--- src/rtl/lower_tri_matvec_q.sv ---
// y = Linv * x for an in-place unit-lower-triangular inverse, signed Q-format.
// Streams y in row order over a valid/ready port; one term is accumulated at a time.
module lower_tri_matvec_q #(
  parameter int unsigned N        = 4,
  parameter int unsigned Q        = 24,
  parameter int unsigned WIDTH    = 32,
  parameter int unsigned MULT_LAT = 1
) (
  input  logic                   clk,
  input  logic                   rst_n,
  input  logic                   start,
  output logic                   mat_rd_en,
  output logic [$clog2(N*N)-1:0] mat_rd_addr,
  input  logic [WIDTH-1:0]       mat_rd_data,
  output logic                   vec_rd_en,
  output logic [$clog2(N)-1:0]   vec_rd_addr,
  input  logic [WIDTH-1:0]       vec_rd_data,
  output logic                   y_valid,
  input  logic                   y_ready,
  output logic [WIDTH-1:0]       y_data,
  output logic [$clog2(N)-1:0]   y_idx,
  output logic                   busy,
  output logic                   done
);

  localparam int unsigned ADDR_W = $clog2(N*N);
  localparam int unsigned IDX_W  = $clog2(N);
  localparam int unsigned PROD_W = 2*WIDTH;
  localparam int unsigned ACC_W  = 2*WIDTH + $clog2(N);
  localparam int unsigned CNT_W  = $clog2(MULT_LAT+2);

  typedef enum logic [3:0] {
    S_IDLE, S_ROW_INIT, S_WAIT_X, S_LOAD_X, S_ISSUE, S_WAIT, S_ACC, S_OUT, S_DONE
  } state_e;

  state_e                     state_q, state_d;
  logic [IDX_W-1:0]           i_q, i_d, k_q, k_d;
  logic [CNT_W-1:0]           wcnt_q, wcnt_d;
  logic signed [ACC_W-1:0]    acc_q, acc_d;
  logic signed [WIDTH-1:0]    x_q, x_d;
  logic signed [WIDTH-1:0]    op_a_q, op_b_q;
  logic signed [PROD_W-1:0]   prod_q [MULT_LAT];
  logic                       mat_rd_en_q, mat_rd_en_d, vec_rd_en_q, vec_rd_en_d;
  logic [ADDR_W-1:0]          mat_rd_addr_q, mat_rd_addr_d;
  logic [IDX_W-1:0]           vec_rd_addr_q, vec_rd_addr_d;
  logic                       y_valid_q, y_valid_d;
  logic [WIDTH-1:0]           y_data_q, y_data_d;
  logic [IDX_W-1:0]           y_idx_q, y_idx_d;
  logic                       busy_q, busy_d, done_q, done_d;

  // Next-state and next-output logic; outputs are registered from state_d.
  always_comb begin
    state_d       = state_q;
    i_d           = i_q;
    k_d           = k_q;
    wcnt_d        = wcnt_q;
    acc_d         = acc_q;
    x_d           = x_q;
    mat_rd_en_d   = 1'b0;
    vec_rd_en_d   = 1'b0;
    mat_rd_addr_d = mat_rd_addr_q;
    vec_rd_addr_d = vec_rd_addr_q;
    y_data_d      = y_data_q;
    y_idx_d       = y_idx_q;

    case (state_q)
      S_IDLE: begin
        if (start) begin
          state_d = S_ROW_INIT;
          i_d     = '0;
        end
      end
      S_ROW_INIT: state_d = S_WAIT_X;
      S_WAIT_X: begin
        x_d     = vec_rd_data;
        state_d = S_LOAD_X;
      end
      S_LOAD_X: begin
        acc_d   = ACC_W'(x_q) <<< Q;
        k_d     = '0;
        state_d = (i_q == '0) ? S_OUT : S_ISSUE;
      end
      S_ISSUE: begin
        wcnt_d  = '0;
        state_d = S_WAIT;
      end
      // One cycle for RAM data, then MULT_LAT multiplier stages.
      S_WAIT: begin
        if (wcnt_q == CNT_W'(MULT_LAT)) state_d = S_ACC;
        else                            wcnt_d  = wcnt_q + CNT_W'(1);
      end
      S_ACC: begin
        acc_d = acc_q + ACC_W'(prod_q[MULT_LAT-1]);
        if (k_q + IDX_W'(1) < i_q) begin
          k_d     = k_q + IDX_W'(1);
          state_d = S_ISSUE;
        end else begin
          state_d = S_OUT;
        end
      end
      S_OUT: begin
        if (y_ready) begin
          if (i_q == IDX_W'(N-1)) begin
            state_d = S_DONE;
          end else begin
            i_d     = i_q + IDX_W'(1);
            state_d = S_ROW_INIT;
          end
        end
      end
      S_DONE:  state_d = S_IDLE;
      default: state_d = S_IDLE;
    endcase

    if (state_d == S_ROW_INIT) begin
      vec_rd_en_d   = 1'b1;
      vec_rd_addr_d = i_d;
    end
    if (state_d == S_ISSUE) begin
      mat_rd_en_d   = 1'b1;
      vec_rd_en_d   = 1'b1;
      mat_rd_addr_d = ADDR_W'(32'(i_q) * N + 32'(k_d));
      vec_rd_addr_d = k_d;
    end
    // Result is latched once on OUT entry and held through backpressure.
    if (state_d == S_OUT && state_q != S_OUT) begin
      y_data_d = WIDTH'(acc_d >>> Q);
      y_idx_d  = i_q;
    end
    y_valid_d = (state_d == S_OUT);
    busy_d    = (state_d != S_IDLE) && (state_d != S_DONE);
    done_d    = (state_d == S_DONE);
  end

  always_ff @(posedge clk or negedge rst_n) begin
    if (!rst_n) begin
      state_q       <= S_IDLE;
      i_q           <= '0;
      k_q           <= '0;
      wcnt_q        <= '0;
      acc_q         <= '0;
      x_q           <= '0;
      op_a_q        <= '0;
      op_b_q        <= '0;
      for (int j = 0; j < MULT_LAT; j++) prod_q[j] <= '0;
      mat_rd_en_q   <= 1'b0;
      vec_rd_en_q   <= 1'b0;
      mat_rd_addr_q <= '0;
      vec_rd_addr_q <= '0;
      y_valid_q     <= 1'b0;
      y_data_q      <= '0;
      y_idx_q       <= '0;
      busy_q        <= 1'b0;
      done_q        <= 1'b0;
    end else begin
      state_q       <= state_d;
      i_q           <= i_d;
      k_q           <= k_d;
      wcnt_q        <= wcnt_d;
      acc_q         <= acc_d;
      x_q           <= x_d;
      op_a_q        <= mat_rd_data;
      op_b_q        <= vec_rd_data;
      prod_q[0]     <= PROD_W'(op_a_q) * PROD_W'(op_b_q);
      for (int j = 1; j < MULT_LAT; j++) prod_q[j] <= prod_q[j-1];
      mat_rd_en_q   <= mat_rd_en_d;
      vec_rd_en_q   <= vec_rd_en_d;
      mat_rd_addr_q <= mat_rd_addr_d;
      vec_rd_addr_q <= vec_rd_addr_d;
      y_valid_q     <= y_valid_d;
      y_data_q      <= y_data_d;
      y_idx_q       <= y_idx_d;
      busy_q        <= busy_d;
      done_q        <= done_d;
    end
  end

  assign mat_rd_en   = mat_rd_en_q;
  assign mat_rd_addr = mat_rd_addr_q;
  assign vec_rd_en   = vec_rd_en_q;
  assign vec_rd_addr = vec_rd_addr_q;
  assign y_valid     = y_valid_q;
  assign y_data      = y_data_q;
  assign y_idx       = y_idx_q;
  assign busy        = busy_q;
  assign done        = done_q;

endmodule

--- config.mk ---
export PLATFORM = sky130hd
export DESIGN_NAME = lower_tri_matvec_q
export DESIGN_NICKNAME = d
export VERILOG_FILES = /design/src/rtl/lower_tri_matvec_q.sv
export SDC_FILE = /design/constraint.sdc
export NUM_CORES = 2
export LEC_CHECK = 0
export BUFFER_PORTS_ARGS = -buffer_cell sky130_fd_sc_hd__buf_4
export CAP_MARGIN = 10
export CORE_MARGIN = 5
export CORE_UTILIZATION = 30
export CTS_CLUSTER_DIAMETER = 120
export DETAILED_ROUTE_END_ITERATION = 10
export PLACE_DENSITY_LB_ADDON = 0.2
export SLEW_MARGIN = 10
export SYNTH_ARGS = -nofsm -noshare
export SYNTH_HDL_FRONTEND = slang
export SYNTH_SLANG_ARGS = --single-unit
export TNS_END_PERCENT = 100
--- constraint.sdc ---
create_clock -name clk -period 22.5 [get_ports clk]
set_input_delay 6.75 -clock clk [delete_from_list [all_inputs] [get_ports clk]]
set_output_delay 6.75 -clock clk [all_outputs]
set_load 0.1 [all_outputs]
==> results_dict.tcl <==
set metrics [dict create \
    status "finished clean" \
    grt-ovfl-total 0 \
    vias 30700 \
    firstDrtPassIters 5 \
    synth_top_area_share 0.441 \
    reg2reg_depth 22 \
    clock-sinks 263 \
    ys.flop_type "dfrtp_1" \
    ios 113 \
    hold_violations 0 \
    place_congestion 0.828 \
    synthesis.nets 5868 \
    area_growth_pct 9.30 \
    r2r_setup_slack_ns 13.26 \
    ys_seq_area_frac 0.147 \
    start_util 0.302 \
    wirelength_mm 125 \
    fmax_ghz 0.108 \
    min_period_over_period 0.411 \
    synthSimpleGateAreaFrac 0.149 \
    grt_first_pass_wirelength_mm 201 \
    synth_adder_area_share 0.506 \
    synthTopCellsByArea "fa_1 (44%), dfrtp_1 (15%), inv_1 (7.6%), and2_1 (6.5%), ha_1 (6.5%)" \
    dr.first_iter.drc_count 1309 \
    yosysTopAreaCell "fa_1" \
    ys_warn_count 0 \
    setup_violations 0 \
    core_area_mm2 0.148 \
    die_area_mm2 0.157 \
    slowest_delay_ns 0.88 \
    maxCapViolCount 0 \
    critPathLaunchType "flop" \
    rsz0062_at_grt "false" \
    whs_path_depth 2 \
    cts_buffers 34 \
    cp_top_family "adder cells" \
    cts_resized 0 \
    setup.worst_path.class "flop to flop" \
    ant_nets 0 \
    required_ns 23.00 \
    holdWs_ns 0.485 \
    tightest_slew_ns 1.07 \
    clock_latency_ns 0.59 \
    muxShareOfSynthArea 0.0127 \
    routed_via_density 4.70 \
    synth-edff-count 0 \
    setup_tns_ns 0 \
    timing.rr.end "prod_q[55]" \
    path_buf_inv 4 \
    drive_above_1_share 0.0700 \
    fin_worst_skew_ns 0.0289 \
    antenna_found_initial 4 \
    synth_area_per_cell_um2 9.74 \
    portBuffers 112 \
    slowest_stage "a221oi_1" \
    cts_tree "built" \
    hold_path.class "flop to flop" \
    reg2reg_from "op_b_q[2]" \
    clk_path_buf_depth 3 \
    grtUsageTotal 0.163 \
    die_h_um 396 \
    cp_common_cell "fa_1" \
    cts_hold_buf 0 \
    grt_start_max_net_pins 117 \
    htreeDepth 2 \
    cp-end-kind "flop" \
    drcViolationCount 0 \
    postCtsSetupRepairBufs 0 \
    clk_pin_slew_ns 0.06 \
    die_w_um 396 \
    synth_compound_area_frac 0.0662 \
    wl_per_cell_um 19.1 \
    syn_area_mm2 0.0447 \
    synth.distinct_cells 76 \
    synth-seq-cells 263 \
    crit_chain "buf_4 > nand2_1 > inv_1 > fa_1 > fa_1 > fa_1 > inv_1 > fa_1 > inv_1 > fa_1 > fa_1 > fa_1 > fa_1 > ha_1 > nand3_1 > nor4_1 > nand4_1 > a221oi_1 > o41ai_2 > o211a_1 > o21bai_1 > xnor2_1" \
    final.min_clock_period_ns 9.24 \
    root_buffer "clkbuf_16" \
    rows 141 \
    synth_top_family_by_area "adder cells" \
    drv_slew 0 \
    synth_cells 4584 \
    hold_end "acc_q[3]" \
    max-slew-margin-rel 0.287 \
    async_flop_share 1.00 \
    grt_pass1_vias 34300 \
    setup.worst_path.start "op_b_q[2]" \
    synth_xor_area_frac 0.0235 \
    arrival_ns 9.74 \
    min_from "acc_q[3]" \
    hpwlAfterDp_mm 99.3 \
    fin_nets 5857 \
    path_max_fanout 23 \
]
flip-flops by register name, indices dropped and copies added (netlist names), 2 cells and up:
| name | flops |
|---|---|
| acc_q | 56 |
| prod_q | 56 |
| op_a_q | 32 |
| op_b_q | 32 |
| x_q | 32 |
| y_data | 32 |
| mat_rd_addr | 4 |
| state_q | 4 |
| i_q | 2 |
| k_q | 2 |
| vec_rd_addr | 2 |
| wcnt_q | 2 |
| y_idx | 2 |
cells in the mapped netlist, types with 3 or more instances:
cell type and number:
a211oi_1 10, nand2_1 639, dfrtp_1 263, mux2i_1 5
nand4b_1 3, a311oi_1 3, o21ai_0 92, a21oi_1 113
nor3b_1 3, a22o_1 4, a211oi_2 3, nand3_1 27
a22oi_1 31, fa_1 984, nand2b_1 23, o21ai_1 10
nand3b_1 4, a41oi_1 5, nor4_1 4, or3_1 3
and4_1 4, ha_1 232, o21a_1 11, clkbuf_1 223
nor3_1 15, nand4_1 14, xnor2_1 88, o21bai_1 30
a31oi_1 24, mux2_2 45, and3_1 20, o211ai_1 10
and2_1 465, a211o_1 5, inv_1 900, xor2_1 32
nor2b_1 35, o31ai_1 4, a311o_1 3, nor2_1 93
a21o_1 52
how the worst max path moves through the flow:
| stage | to | slack, ns | depth (start not counted) |
|---|---|---|---|
| 2_1_floorplan | y_data[13] | 14.02 | 7 |
| 3_3_place_gp | prod_q[55] | 13.37 | 22 |
| 3_5_place_dp | prod_q[55] | 13.32 | 22 |
| 4_1_cts | prod_q[55] | 13.27 | 22 |
| 5_1_grt | prod_q[55] | 12.72 | 22 |
| 6_report | prod_q[55] | 13.26 | 22 |
kinds of logic (layout without fill, tap and decap cells):
family,count (synthesis),in the layout
and+or+nand+nor,1360,1360
xor gates and xnor gates,120,120
buffers and inverters,1127,1140
other,0,3
DFF,263,263
adders and majority gates,1216,1216
muxes,51,51
AOI/OAI and AO/OA,447,447
tightest hold or removal path: cells and delay by family, from the launching register on:
kind	cells	cell delay, ns
simple gates	1	0.05
compound gates	1	0.06
flops	1	0.34
final cells by class:
class / count / area [um^2]
clock buffer: 48 / 995
sequential: 263 / 6600
fill: 15300 / 99000
inverter: 900 / 3380
antenna: 3 / 7.51
tap: 1930 / 2410
clock inverter: 12 / 186
multi-input combinational: 3194 / 33900
timing repair buffer: 180 / 1360
stage by stage:
stage	cells	setup slack (ns)	util	area, um^2
after CTS	6527	13.27	0.330	48800
after detailed placement	6467	13.32	0.322	47600
after global routing	6527	12.72	0.330	48800
final	6530	13.26	0.330	48800
after global placement	6467	13.37	0.322	47600
after floorplan	4584	14.02	-	44700
layer usage:
metal | wire (um) | share of wire | global-route usage
met1 | 52500 | 0.42 | 0.208
met2 | 66500 | 0.53 | 0.302
met3 | 2670 | 0.021 | 0.0140
met4 | 2850 | 0.023 | 0.0358
met5 | 0 | 0 | 0
placed cells by master, fill, tap and decap left out, types with 45 or more instances in the layout:
cell type / n
nor2_1: 91
o21ai_0: 92
a21oi_1: 113
dfrtp_1: 247
buf_4: 179
and2_1: 465
nand2_1: 639
fa_1: 984
ha_1: 232
a21o_1: 52
mux2_2: 45
inv_1: 900
xnor2_1: 88
Power is not shown: default switching activity piles up to over one toggle a cycle in this logic, so the estimate is an artifact.
